File: src/rtl/chirp_pkg.sv
`default_nettype none
// ============================================================================
// chirp_pkg : shared widths and state encoding for the chirp sweep generator
// Revision  : 1.0
// ============================================================================
package chirp_pkg;

    localparam int CHIRP_W  = 16;
    localparam int CHIRP_DW = 8;

    typedef enum logic [1:0] {
        ST_IDLE = 2'd0,
        ST_UP   = 2'd1,
        ST_DOWN = 2'd2,
        ST_DONE = 2'd3
    } state_e;

endpackage : chirp_pkg
`default_nettype wire

File: src/rtl/chirp_sat_step.sv
`default_nettype none
// ============================================================================
// chirp_sat_step : one saturating frequency step, up (clamp to limit from
//                  above) or down (clamp to limit from below), never wrapping
// Revision       : 1.0
// ============================================================================
module chirp_sat_step
    import chirp_pkg::*;
#(
    parameter int W = CHIRP_W
) (
    input  logic [W-1:0] value,
    input  logic [W-1:0] step,
    input  logic [W-1:0] limit,
    input  logic         dir,
    output logic [W-1:0] result
);

    logic [W:0] sum;
    logic [W:0] diff;

    // One extra bit catches both carry-out and borrow
    assign sum  = {1'b0, value} + {1'b0, step};
    assign diff = {1'b0, value} - {1'b0, step};

    always_comb begin
        if (dir) begin
            result = (sum > {1'b0, limit}) ? limit : sum[W-1:0];
        end else begin
            result = (diff[W] || (diff[W-1:0] < limit)) ? limit : diff[W-1:0];
        end
    end

endmodule : chirp_sat_step
`default_nettype wire

File: src/rtl/chirp_sweep_gen.sv
`default_nettype none
// ============================================================================
// chirp_sweep_gen : stepped frequency sweep feeding a phase accumulator.
//                   CHIRP_TRIANGLE_EN adds tri_mode and the DOWN leg.
//                   The repeat control is port repeat_i (repeat is a keyword).
// Revision        : 1.0
// ============================================================================
module chirp_sweep_gen
    import chirp_pkg::*;
#(
    parameter int W  = CHIRP_W,
    parameter int DW = CHIRP_DW
) (
    input  logic          clk,
    input  logic          rst,
    input  logic          start,
    input  logic          abort,
    input  logic [W-1:0]  f_start,
    input  logic [W-1:0]  f_stop,
    input  logic [W-1:0]  f_step,
    input  logic [DW-1:0] dwell,
    input  logic          repeat_i,
`ifdef CHIRP_TRIANGLE_EN
    input  logic          tri_mode,
`endif
    input  logic          inc_ready,
    output logic [W-1:0]  phase_inc,
    output logic          inc_valid,
    output logic          busy,
    output logic          done
);

    state_e        state_q, state_d;
    logic [W-1:0]  phase_q, phase_d;
    logic [DW-1:0] cnt_q, cnt_d;
    logic [W-1:0]  f_start_q, f_stop_q, f_step_q;
    logic [DW-1:0] dwell_q;
    logic          repeat_q;

    logic          load, accept, step_now, at_top, at_bot, at_end, to_down, dir_up;
    logic [W-1:0]  step_next;

    assign load     = (state_q == ST_IDLE) && start && !abort;
    assign accept   = busy && inc_ready;
    assign step_now = accept && (cnt_q == dwell_q);
    assign at_top   = (phase_q >= f_stop_q);
    assign at_bot   = (phase_q <= f_start_q);
    assign at_end   = ((state_q == ST_UP) && at_top) || ((state_q == ST_DOWN) && at_bot);
    assign dir_up   = (state_q == ST_UP) && !at_top;

    always_ff @(posedge clk) begin
        if (rst) begin
            f_start_q <= '0;
            f_stop_q  <= '0;
            f_step_q  <= '0;
            dwell_q   <= '0;
            repeat_q  <= 1'b0;
        end else if (load) begin
            f_start_q <= f_start;
            f_stop_q  <= f_stop;
            f_step_q  <= (f_step == '0) ? W'(1) : f_step;
            dwell_q   <= dwell;
            repeat_q  <= repeat_i;
        end
    end

`ifdef CHIRP_TRIANGLE_EN
    logic tri_q;

    always_ff @(posedge clk) begin
        if (rst) begin
            tri_q <= 1'b0;
        end else if (load) begin
            tri_q <= tri_mode;
        end
    end

    // A one-frequency sweep (start >= stop) never turns around
    assign to_down = (state_q == ST_UP) && at_top && tri_q && (f_start_q < f_stop_q);
`else
    assign to_down = 1'b0;
`endif

    chirp_sat_step #(.W(W)) u_sat_step (
        .value  (phase_q),
        .step   (f_step_q),
        .limit  (dir_up ? f_stop_q : f_start_q),
        .dir    (dir_up),
        .result (step_next)
    );

    always_ff @(posedge clk) begin
        if (rst) begin
            state_q <= ST_IDLE;
        end else begin
            state_q <= state_d;
        end
    end

    always_comb begin
        state_d = state_q;
        case (state_q)
            ST_IDLE: if (start) state_d = ST_UP;
`ifdef CHIRP_TRIANGLE_EN
            ST_UP, ST_DOWN: begin
`else
            ST_UP: begin
`endif
                if (step_now && at_end) begin
                    state_d = to_down ? ST_DOWN : (repeat_q ? ST_UP : ST_DONE);
                end
            end
            ST_DONE: state_d = ST_IDLE;
            default: state_d = ST_IDLE;
        endcase
        if (abort) state_d = ST_IDLE;
    end

    always_comb begin
        busy      = (state_q == ST_UP) || (state_q == ST_DOWN);
        inc_valid = busy;
        done      = (state_q == ST_DONE);
    end

    // Abort freezes phase_inc and drops any step pending this cycle
    always_comb begin
        phase_d = phase_q;
        cnt_d   = cnt_q;
        if (abort) begin
            cnt_d = '0;
        end else if (load) begin
            phase_d = f_start;
            cnt_d   = '0;
        end else if (accept) begin
            if (step_now) begin
                cnt_d = '0;
                if (to_down || !at_end) begin
                    phase_d = step_next;
                end else if (repeat_q) begin
                    phase_d = f_start_q;
                end
            end else begin
                cnt_d = cnt_q + 1'b1;
            end
        end
    end

    always_ff @(posedge clk) begin
        if (rst) begin
            phase_q <= '0;
            cnt_q   <= '0;
        end else begin
            phase_q <= phase_d;
            cnt_q   <= cnt_d;
        end
    end

    assign phase_inc = phase_q;

endmodule : chirp_sweep_gen
`default_nettype wire

File: config.mk
export PLATFORM = sky130hd
export DESIGN_NAME = chirp_sweep_gen
export DESIGN_NICKNAME = d
export VERILOG_FILES = /design/src/rtl/chirp_pkg.sv /design/src/rtl/chirp_sat_step.sv /design/src/rtl/chirp_sweep_gen.sv
export SDC_FILE = /design/constraint.sdc
export NUM_CORES = 1
export LEC_CHECK = 0
export ABC_AREA = 0
export BUFFER_PORTS_ARGS = -buffer_cell sky130_fd_sc_hd__buf_2
export CAP_MARGIN = 25
export CORE_MARGIN = 2
export CORE_UTILIZATION = 23
export CTS_CLUSTER_SIZE = 24
export DETAILED_ROUTE_END_ITERATION = 8
export PLACE_DENSITY = 0.38
export SLEW_MARGIN = 10
export SYNTH_ARGS = -nofsm -noshare
export SYNTH_HDL_FRONTEND = slang
export SYNTH_SLANG_ARGS = --single-unit
File: constraint.sdc
create_clock -name clk -period 10.75 [get_ports clk]
set_clock_uncertainty 0.1 [all_clocks]
set_input_delay 1.075 -clock clk [delete_from_list [all_inputs] [get_ports clk]]
set_output_delay 1.075 -clock clk [all_outputs]
set_load 0.01 [all_outputs]
Yosys cells after proc, flatten, opt, wreduce, memory -nomap -nowiden. Index checks and enable logic that the tools add are counted.

Flip-flop bits (word level): 83. Bits of input ports: 62. Logic and storage cells: 59.

Equality and inequality tests: 7. $add $sub $neg: 3. Reduce and logical (&&, ||, !) cells: 21. Bitwise logic cells: 1. Order comparisons: 4. Muxes and demuxes: 15.

Operators with widths (count): $mux 16 (10); $add 16x16->17 (1); $gt 17x16->1 (1); $sub 16x16->17 (1); $ge 16x16->1 (1); $le 16x16->1 (1); $logic_not 16->1 (1); $lt 16x16->1 (1); $add 8x1->8 const B (1); $eq 8x8->1 (1); $logic_and 1x1->1 (8); $mux 8 (1); $mux 2 (3); $eq 2x2->1 const B (2); $pmux 2 s2 (1); $reduce_and 4->1 (1); $reduce_bool 2->1 (2); $logic_or 1x1->1 (3); $ne 3x3->1 const B (1); $reduce_or 3->1 (1); $eq 2x1->1 const B (1); $logic_not 1->1 (2); $logic_not 2->1 (1); $ne 2x1->1 const B (1); other kinds (4) (4).

Longest topological paths before layout.
Word-level depth: 12. Mapped depth: 24. Depth with buffers taken out: 22.

Cells and area by module. A second synthesis with hierarchy kept.

Cells, all modules: 991. Area, all modules: 7420.9 um2.

By module, submodules not included: chirp_sweep_gen (area each 4575.6 um2, times used 1, cells an instance 605); chirp_sat_step (area each 2845.2 um2, times used 1, cells an instance 386).

Worst setup path before layout. OpenSTA, ideal clock, no wires.

Kind: flip-flop to flip-flop. Start point: register phase_q[15], in the netlist phase_inc[15]. End point: register phase_q[2], in the netlist phase_inc[2]. Period minus slack after synthesis: 5.088 ns. Buffers on the path: 1. Cell stages (with the launch flop): 20. Arrival time: 4.854 ns. Data required time: 10.516 ns. Path slack: 5.662 ns. Cells stage by stage: dfxtp_1 -> ha_1 -> nand4_1 -> or4_1 -> o311a_4 -> nand3_4 -> buf_1 -> mux2i_1 -> ha_1 -> a21o_1 -> a21o_1 -> a2111oi_0 -> nand2_1 -> a21oi_1 -> o221ai_1 -> o211ai_1 -> o211ai_4 -> mux2_2 -> a221oi_1 -> o22ai_1.

Cells in the longest elaborated chain, start to end: 12.

RTL lines: start, declared (line chirp_sweep_gen.sv:34) `logic [W-1:0] phase_q, phase_d;`; start signal, assigned (line chirp_sweep_gen.sv:153) `phase_q <= phase_d;`; $ge 16x16->1 (line chirp_sweep_gen.sv:46) `assign at_top = (phase_q >= f_stop_q);`; $logic_not 1->1 (line chirp_sweep_gen.sv:49) `assign dir_up = (state_q == ST_UP) && !at_top;`; $logic_and 1x1->1 (line chirp_sweep_gen.sv:49); $mux 16 (line chirp_sweep_gen.sv:87) `.limit (dir_up ? f_stop_q : f_start_q),`; $lt 16x16->1 (line chirp_sat_step.sv:30) `result = (diff[W] || (diff[W-1:0] < limit)) ? limit : diff[W-1:0];`; $logic_or 1x1->1 (line chirp_sat_step.sv:30); $mux 16 (line chirp_sat_step.sv:30); $mux 16 (line chirp_sat_step.sv:27) `if (dir) begin`; $mux 16 (line chirp_sweep_gen.sv:137) `if (to_down || !at_end) begin`; $mux 16 (line chirp_sweep_gen.sv:135) `if (step_now) begin`; $mux 16 (line chirp_sweep_gen.sv:134) `end else if (accept) begin`; $mux 16 (line chirp_sweep_gen.sv:131) `end else if (load) begin`.

Parallel ways exist; a longest one is shown, timed or not. The select of a mux whose other input is x is not followed. A chain may end at the register's enable or synchronous reset.

Worst setup path after layout.
Start point: register phase_q[0], in the netlist phase_inc[0]. End point: register phase_q[2], in the netlist phase_inc[2].

Same word-level chain as after synthesis.

==> flow_summary.ini <==
[hold_path]
hold_path.startpoint = dwell_q[1]
hold_path_end = dwell_q[1]
hold_depth = 2
hold_class = reg2reg

[setup_path]
crit_type = reg2reg
r2r_slack_ns = 4.59
cp-startpoint = phase_inc[0]
critical_path_peak_fanout = 16
rr_worst_depth = 22
crit_arrival_ns = 6.27
reg2reg_from = phase_inc[0]
r2r_end = phase_inc[2]
worstPathRequired_ns = 10.86
end_kind = flop
startpoint_type = flop

[synth]
yosys_warnings = 0
syn_area_per_cell_um2 = 7.744
syn-instance-count = 905
synthArstFlopShare_pct = 0
ys_seq_area_share_pct = 23.71
synth.largest_area_cell = dfxtp_1
syn_area_um2 = 7008
synthFlopType = dfxtp_1
ys_ff_latch = 83
synth_top_area_share_pct = 23.71
ys_types = 69
synth-edff-count = 0
synth.area.top_cells = dfxtp_1 24%, ha_1 17%, a21oi_1 8.0%
synth.most_common_cell = nand2_1
synth_nets = 1064
synthTopCellsByCount = 147 x nand2_1, 112 x a21oi_1, 95 x ha_1

[timing]
worst_slack_ns = 4.588
fmaxAchievable_mhz = 162.3
max-slew-margin-rel_pct = 39.71
holdWs_ns = 0.3685
finalHoldViolCount = 0
fin_crit_sh_pct = 57.32
tns_ns = 0
min_period_ns = 6.162
tightestPinTransition_ns = 0.8816
rsz0062_at_grt = no
setup_viol = 0
slew_violations = 0

[die]
initial_utilization_pct = 23.52
ios = 81
die_w_um = 178.6
fp.dieArea_um2 = 31880
rows = 63
core_um2 = 29800
die_y_um = 178.6

[clocking]
clock_latency_ns = 0.36
clkSlewWorstSetupHoldPaths_ns = 0.07
clockRootBuffer = clkbuf_16
clk_path_buf_depth = 2
cts_resized = 0
htree_num_levels = 3
cts_buffers = 9
post_cts_buffers = 0
cts_tree = yes
ctsHoldBuffers = 0
clock-sinks = 83

[placement]
dpl.hpwl_um = 19990
io_buffer_count = 80
dp_cells = 1338
place_area_um2 = 7746
finalWeightedCongestion = 0.8460
place_ws_ns = 4.495

[grt]
grt_pass1_vias = 6646
grt.total_usage_pct = 16.54
grt_max_degree = 62
grt-ovfl-total = 0
antenna_found_initial = 0
grt_first_pass_wirelength_um = 39500

[pwr]
powerDensity_nw_per_um2 = 134.6
p_leak_nw = 3.384
ir_drop_mv = 0.07606
p_total_mw = 1.080

[final_layout]
final_cell_area_um2 = 8024
fin_cells = 1354
antennaDiodeCount = 0
nets = 1118
nFillCells = 3368
synthToLayoutAreaGrowth_pct = 14.50
fin_util_pct = 26.93
drive_gt1_share_pct = 12.76

[route]
wire_per_inst_um = 18.78
drtIter0Drc = 285
vias = 6540
firstDrtPassIters = 4
drc = 0
ant_nets = 0
wl_um = 25430
via_per_inst = 4.830

[run]
maxCapViolCount = 0

[outcome]
status = finished, final reports clean
kinds of logic after synthesis:
family / Yosys count / synth area share [%]
and+or+nand+nor: 295 / 19.12
AOI/OAI and AO/OA: 247 / 23.23
buffers and inverters: 108 / 6.356
adders and majority gates: 97 / 17.53
DFF: 83 / 23.71
xor gates and xnor gates: 43 / 5.374
muxes: 32 / 4.678
per-layer routing:
layer  vias up  GRT usage (%)  part of all wire [%]
li1       3312              -                     -
met1      3100          21.30                    47
met2       105          28.88                    49
met3        23          2.195                   2.7
met4         0          4.404                   1.6
met5         -              0                     0
worst max-delay path, cell delays in order (launching register included):
cell	delay, ns
dfxtp_1	0.37
ha_1	0.25
fa_1	0.42
nand2b_1	0.10
a21oi_1	0.10
o21bai_1	0.29
a211oi_1	0.20
or4_1	0.50
a21oi_1	0.23
o21ai_0	0.14
xnor2_1	0.24
ha_1	0.29
nand4_1	0.18
a21oi_1	0.07
a2111oi_0	0.79
nand2_1	0.10
a21oi_1	0.16
o221ai_1	0.17
o211ai_1	0.21
o211ai_4	0.33
mux2_2	0.39
a221oi_1	0.27
o22ai_1	0.11
cells in the final DEF (no fill, tap or decap), drive strengths merged, types with 5 or more instances in the layout:
cell	n
nand2	147
a21oi	112
ha	95
buf	84
dfxtp	83
inv	69
nor2	54
o21ai	35
mux2i	26
xor2	22
xnor2	21
nor3	16
nand3	16
a21o	14
nand4	14
a211o	13
a221oi	12
clkbuf	10
nand2b	9
a211oi	9
nor2b	8
nor4	8
o21a	6
o21bai	6
mux2	6
a2111oi	5
flip-flops by register name, indices dropped and copies added (netlist names):
| signal | flops |
|---|---|
| repeat_q | 1 |
| dwell_q | 8 |
| f_start_q | 16 |
| f_step_q | 16 |
| f_stop_q | 16 |
| cnt_q | 8 |
| phase_inc | 16 |
| state_q | 2 |
report_power, final:
part	switching, mW	internal (mW)	total, mW	leakage, nW
combinational	0.263	0.165	0.428	2.58
sequential	0.0218	0.322	0.343	0.677
clock	0.149	0.159	0.308	0.126
total	0.434	0.646	1.08	3.38
worst max path at each step:
stage,to,slack [ns],depth (start not counted)
2_1_floorplan,phase_inc[2],5.66,19
3_3_place_gp,phase_inc[2],4.38,22
3_5_place_dp,phase_inc[2],4.49,22
4_1_cts,phase_inc[2],4.47,22
5_1_grt,phase_inc[2],4.13,22
6_report,phase_inc[2],4.59,22
final cells by class:
type	count	area, um^2	area share, %
multi-input cells	714	4911	61.20
flip-flops and latches	83	1662	20.71
well taps	390	488.0	6.081
repair buffers	84	434.2	5.411
inverters	67	251.5	3.134
clock buffers	10	229.0	2.854
clock inverters	6	48.80	0.6081
(Power assumes the default switching activity.)
